<file path="src/rtl/serial_magnitude_comparator_if.sv">
// Handshake and operand bundle for serial_magnitude_comparator.
// The requester drives start/operands; the comparator drives status and result.
interface serial_magnitude_comparator_if #(
    parameter int WIDTH = 8,
    parameter int DIGIT = 2
);
    localparam int N  = WIDTH / DIGIT;
    localparam int CW = $clog2(N + 1);

    logic             start;
    logic [WIDTH-1:0] a;
    logic [WIDTH-1:0] b;
    logic             signed_mode;
    logic             busy;
    logic             done;
    logic             lesser;
    logic             greater;
    logic             equal;
    logic [CW-1:0]    cycles;

    modport master (
        output start, a, b, signed_mode,
        input  busy, done, lesser, greater, equal, cycles
    );

    modport slave (
        input  start, a, b, signed_mode,
        output busy, done, lesser, greater, equal, cycles
    );
endinterface

</file>
<file path="src/rtl/serial_magnitude_comparator.sv">
// Multi-cycle WIDTH-bit magnitude comparator scanning DIGIT bits per clock, MSB first.
// Signed operands are mapped to offset binary at capture so the scan itself is always unsigned.
module serial_magnitude_comparator #(
    parameter int WIDTH      = 8,
    parameter int DIGIT      = 2,
    parameter int EARLY_EXIT = 1
) (
    input  logic                         clk,
    input  logic                         rst_n,
    serial_magnitude_comparator_if.slave bus
);
    localparam int N  = WIDTH / DIGIT;
    localparam int CW = $clog2(N + 1);
    localparam int IW = (N > 1) ? $clog2(N) : 1;
    localparam logic [WIDTH-1:0] MSB_MASK = {1'b1, {(WIDTH-1){1'b0}}};

    if (WIDTH < 2) begin : g_bad_width
        $error("serial_magnitude_comparator: WIDTH must be >= 2");
    end
    if (WIDTH % DIGIT != 0) begin : g_bad_digit
        $error("serial_magnitude_comparator: WIDTH must be a multiple of DIGIT");
    end

    typedef enum logic {IDLE, SCAN} state_t;

    state_t           r_state;
    logic [WIDTH-1:0] r_a;
    logic [WIDTH-1:0] r_b;
    logic [IW-1:0]    r_idx;
    logic [CW-1:0]    r_cnt;
    logic             r_dec_lt;
    logic             r_dec_gt;
    logic             r_busy;
    logic             r_done;
    logic             r_lesser;
    logic             r_greater;
    logic             r_equal;
    logic [CW-1:0]    r_cycles;

    logic [31:0]      w_base;
    logic [DIGIT-1:0] w_sa;
    logic [DIGIT-1:0] w_sb;
    logic             w_undecided;
    logic             w_new_lt;
    logic             w_new_gt;
    logic             w_lt;
    logic             w_gt;
    logic             w_finish;
    logic [CW-1:0]    w_cnt_nxt;

    assign w_base      = 32'(r_idx) * 32'(DIGIT);
    assign w_sa        = r_a[w_base +: DIGIT];
    assign w_sb        = r_b[w_base +: DIGIT];
    assign w_undecided = !(r_dec_lt || r_dec_gt);
    assign w_new_lt    = w_undecided && (w_sa < w_sb);
    assign w_new_gt    = w_undecided && (w_sa > w_sb);
    assign w_lt        = r_dec_lt || w_new_lt;
    assign w_gt        = r_dec_gt || w_new_gt;
    assign w_cnt_nxt   = r_cnt + CW'(1);
    // Without early exit the first decision is frozen and the remaining digits are still walked.
    assign w_finish    = ((EARLY_EXIT != 0) && (w_new_lt || w_new_gt)) || (r_idx == '0);

    always_ff @(posedge clk or negedge rst_n) begin
        if (!rst_n) begin
            r_state   <= IDLE;
            r_a       <= '0;
            r_b       <= '0;
            r_idx     <= '0;
            r_cnt     <= '0;
            r_dec_lt  <= 1'b0;
            r_dec_gt  <= 1'b0;
            r_busy    <= 1'b0;
            r_done    <= 1'b0;
            r_lesser  <= 1'b0;
            r_greater <= 1'b0;
            r_equal   <= 1'b0;
            r_cycles  <= '0;
        end else begin
            r_done <= 1'b0;
            case (r_state)
                IDLE: begin
                    if (bus.start) begin
                        r_a      <= bus.signed_mode ? (bus.a ^ MSB_MASK) : bus.a;
                        r_b      <= bus.signed_mode ? (bus.b ^ MSB_MASK) : bus.b;
                        r_idx    <= IW'(N - 1);
                        r_cnt    <= '0;
                        r_dec_lt <= 1'b0;
                        r_dec_gt <= 1'b0;
                        r_busy   <= 1'b1;
                        r_state  <= SCAN;
                    end
                end
                SCAN: begin
                    if (w_finish) begin
                        r_busy    <= 1'b0;
                        r_done    <= 1'b1;
                        r_lesser  <= w_lt;
                        r_greater <= w_gt;
                        r_equal   <= !(w_lt || w_gt);
                        r_cycles  <= w_cnt_nxt;
                        r_state   <= IDLE;
                    end else begin
                        r_idx    <= r_idx - IW'(1);
                        r_cnt    <= w_cnt_nxt;
                        r_dec_lt <= w_lt;
                        r_dec_gt <= w_gt;
                    end
                end
                default: r_state <= IDLE;
            endcase
        end
    end

    assign bus.busy    = r_busy;
    assign bus.done    = r_done;
    assign bus.lesser  = r_lesser;
    assign bus.greater = r_greater;
    assign bus.equal   = r_equal;
    assign bus.cycles  = r_cycles;
endmodule

</file>
<file path="src/flat_wrapper.sv">
// flat-port wrapper written by rule: the top's interface ports become plain ports
module serial_magnitude_comparator_flat 
#(
    parameter int WIDTH      = 8,
    parameter int DIGIT      = 2,
    parameter int EARLY_EXIT = 1
)
  (clk, rst_n, bus_start, bus_a, bus_b, bus_signed_mode, bus_busy, bus_done, bus_lesser, bus_greater, bus_equal, bus_cycles);
  serial_magnitude_comparator_if #(.WIDTH(WIDTH), .DIGIT(DIGIT)) bus_i ();
  input  logic clk;
  input  logic rst_n;
  input wire logic [$bits(bus_i.start)-1:0] bus_start;
  input wire logic [$bits(bus_i.a)-1:0] bus_a;
  input wire logic [$bits(bus_i.b)-1:0] bus_b;
  input wire logic [$bits(bus_i.signed_mode)-1:0] bus_signed_mode;
  output wire logic [$bits(bus_i.busy)-1:0] bus_busy;
  output wire logic [$bits(bus_i.done)-1:0] bus_done;
  output wire logic [$bits(bus_i.lesser)-1:0] bus_lesser;
  output wire logic [$bits(bus_i.greater)-1:0] bus_greater;
  output wire logic [$bits(bus_i.equal)-1:0] bus_equal;
  output wire logic [$bits(bus_i.cycles)-1:0] bus_cycles;
  assign bus_i.start = bus_start;
  assign bus_i.a = bus_a;
  assign bus_i.b = bus_b;
  assign bus_i.signed_mode = bus_signed_mode;
  assign bus_busy = bus_i.busy;
  assign bus_done = bus_i.done;
  assign bus_lesser = bus_i.lesser;
  assign bus_greater = bus_i.greater;
  assign bus_equal = bus_i.equal;
  assign bus_cycles = bus_i.cycles;
  serial_magnitude_comparator #(.WIDTH(WIDTH), .DIGIT(DIGIT), .EARLY_EXIT(EARLY_EXIT)) u_core (.clk(clk), .rst_n(rst_n), .bus(bus_i));
endmodule
</file>
<file path="config.mk">
export PLATFORM = sky130hd
export DESIGN_NAME = serial_magnitude_comparator_flat
export DESIGN_NICKNAME = d
export VERILOG_FILES = /design/src/rtl/serial_magnitude_comparator_if.sv /design/src/rtl/serial_magnitude_comparator.sv /design/src/flat_wrapper.sv
export SDC_FILE = /design/constraint.sdc
export NUM_CORES = 1
export LEC_CHECK = 0
export BUFFER_PORTS_ARGS = -buffer_cell sky130_fd_sc_hd__buf_2
export CORE_ASPECT_RATIO = 1.2
export CORE_MARGIN = 2
export CORE_UTILIZATION = 58
export CTS_CLUSTER_SIZE = 14
export DETAILED_ROUTE_END_ITERATION = 10
export HOLD_SLACK_MARGIN = 0.02
export PLACE_DENSITY_LB_ADDON = 0.1
export SLEW_MARGIN = 10
export SYNTH_ARGS = -nofsm -noshare
export SYNTH_HDL_FRONTEND = slang
export SYNTH_SLANG_ARGS = --single-unit
</file>
<file path="constraint.sdc">
create_clock -name clk -period 7.2 [get_ports clk]
set_input_delay 1.08 -clock clk [delete_from_list [all_inputs] [get_ports clk]]
set_output_delay 1.08 -clock clk [all_outputs]
set_load 0.02 [all_outputs]
</file>
==> flow_metrics.tcl <==
set metrics [dict create \
    status "finished, final reports clean" \
    holdWs_ns 0.476 \
    dp_hpwl_um 2060 \
    post_cts_resized 0 \
    grt_max_degree 33 \
    power_density_mw_per_mm2 454 \
    synth_cell_types 34 \
    dr.pass1.iters 4 \
    ys_warn_count 0 \
    power_frac_seq 0.382 \
    cts_sinks 32 \
    synth_edf_count 0 \
    cts_root_buf "clkbuf_4" \
    finish.instance_area_mm2 0.00173 \
    drcViolationCount 0 \
    synth-compound-area-share 0.0970 \
    cts_buffer_depth 2 \
    switchingPower_uw 313 \
    placed_area_mm2 0.00167 \
    post-cts-setup-buffer-count 0 \
    comb_power_share 0.483 \
    grt_pass1_vias 1152 \
    synth_fa_ha_area_frac 0.0329 \
    clkSlewWorstSetupHoldPaths_ns 0.09 \
    synth_cells 150 \
    grt_antenna_before_repair 0 \
    end_kind "register" \
    clk_latency_ns 0.33 \
    final_common_cell "nand2_1" \
    core_mm2 0.00253 \
    slew_headroom 0.399 \
    vdd_drop_max_mv 0.291 \
    start_kind "register" \
    yosysSeqAreaShare 0.526 \
    initial_core_util 0.602 \
    period_share 0.343 \
    htreeDepth 2 \
    n_antenna_cell 0 \
    maxCapViolCount 0 \
    synth_area_mm2 0.00152 \
    intPower_uw 473 \
    crit_required_ns 7.43 \
    hold_depth 2 \
    muxShareOfSynthArea 0.0830 \
    num_rows 20 \
    final_cell_mix "nand2_1, dfrtp_1, buf_2" \
    layout.nets 202 \
    numCtsBuffers 5 \
    synth_simple_gate_area_frac 0.210 \
    swShare 0.398 \
    hp-class "reg2reg" \
    vias 1164 \
    rsz0062_at_grt "false" \
    cts_tree "yes" \
    worstMarginPinSlew_ns 0.899 \
    synth_fp_nets 174 \
    final_antenna_net_count 0 \
    cp_max_fo 7 \
    avgViaCountPerCell 5.49 \
    criticalPathCategory "reg2reg" \
    timing.fmax_mhz 405 \
    fin_crit_ns 2.47 \
    report.final.slew_viol_count 0 \
    portBuffers 27 \
    drt-initial-drc-count 32 \
    synthFlopType "dfrtp_1" \
    syn_avg_cell_area_um2 10.2 \
    synthTopCellsByArea "dfrtp_1, nand2_1, mux4_2, ha_1, and2_1" \
    area_delta_synth_final_pct 13.7 \
    gp_congestion 0.792 \
    synth_top_family_by_area "simple AND/OR/NAND/NOR gates" \
    p_total_uw 786 \
    grtUsageTotal 0.223 \
    wl_per_cell_um 13.1 \
    crit_arrival_ns 2.69 \
    ios 28 \
    synth-seq-cells 32 \
    grt_pass1_wl_um 4890 \
    synthArstFlopShare 1.00 \
    die_x_um 50.8 \
    overflow 0 \
    die-area_mm2 0.00305 \
    cts_hold_buf 0 \
    finClkSkew_ns 0.00792 \
    setup_tns_ns 0 \
    reg2reg_depth 7 \
    finalSetupViolCount 0 \
    hold_viol 0 \
    die_h_um 60.1 \
    synthXorXnorAreaFrac 0.0173 \
    drive_gt1_frac 0.229 \
    leakage_uw 0.000905 \
    p_clk_frac 0.135 \
    wl_um 2780 \
    synth_top_area_share 0.526 \
    yosys.area.top_type "dfrtp_1" \
]
path summary, 6_finish.rpt:
path                                 start                   end  slack (ns)
max                        u_core.r_idx[0]  u_core.bus.cycles[2]        4.73
min                          u_core.r_b[4]         u_core.r_b[4]        0.48
max reg2reg                u_core.r_idx[0]  u_core.bus.cycles[2]        4.73
min reg2reg                  u_core.r_b[4]         u_core.r_b[4]        0.48
max in group asynchronous            rst_n         u_core.r_b[1]        5.98
min in group asynchronous            rst_n       u_core.r_dec_gt        0.77
Yosys cell counts (3+ instances only):
master,count
o21ai_1,5
ha_1,4
nor2b_1,3
inv_1,6
clkbuf_1,3
buf_2,3
and2_1,4
nand2_1,50
dfrtp_1,32
nand2b_1,3
mux4_2,4
nor2_1,5
flip-flops by register name, summed over array words and instances (netlist names):
register,count
u_core.r_a,8
u_core.r_b,8
u_core.r_idx,2
u_core.r_state,1
u_core.bus.lesser,1
u_core.bus.cycles,3
u_core.bus.greater,1
u_core.r_cnt,3
u_core.bus.busy,1
u_core.r_dec_lt,1
u_core.bus.done,1
u_core.r_dec_gt,1
u_core.bus.equal,1
final cells by class:
| cell class | instances | area (µm²) |
|---|---|---|
| clock buffer | 8 | 58.8 |
| fill | 219 | 796 |
| inverter | 7 | 26.3 |
| multi-input combinational | 105 | 669 |
| sequential | 32 | 801 |
| tap | 33 | 41.3 |
| timing repair buffer | 27 | 135 |
power by group through the flow:
stage,registers [µW],logic [µW],clock network (µW)
after CTS,302,385,109
after global placement,303,362,0
final,300,379,106
after floorplan,298,302,0
after detailed placement,306,382,0
after global routing,310,423,115
critical path: stages (launching register included):
cell,delay (ns)
dfrtp_1,0.54
mux4_2,0.56
ha_1,0.33
nand2_1,0.09
o21a_4,0.25
o21ai_4,0.20
inv_2,0.09
mux2_4,0.30
through the flow:
step	instances	worst slack, ns	utilization
6_report	212	4.73	0.685
2_1_floorplan	150	4.93	-
3_5_place_dp	204	4.72	0.662
3_3_place_gp	204	4.78	0.662
5_1_grt	212	4.58	0.685
4_1_cts	212	4.71	0.685
cells by family after synthesis:
kind of cell / count (synthesis)
XOR/XNOR: 3
multiplexers: 7
buffers and inverters: 13
adder cells (fa/ha/maj): 4
AND/OR/NAND/NOR: 73
AO/OA/AOI/OAI: 18
flip-flops: 32
layer usage:
metal  wire, µm  share of wire  GRT usage
met1       1160           0.42      0.244
met2       1420           0.51      0.397
met3        128          0.046     0.0475
met4         78          0.028      0.139
met5          0              0          0
(Power assumes the default switching activity.)
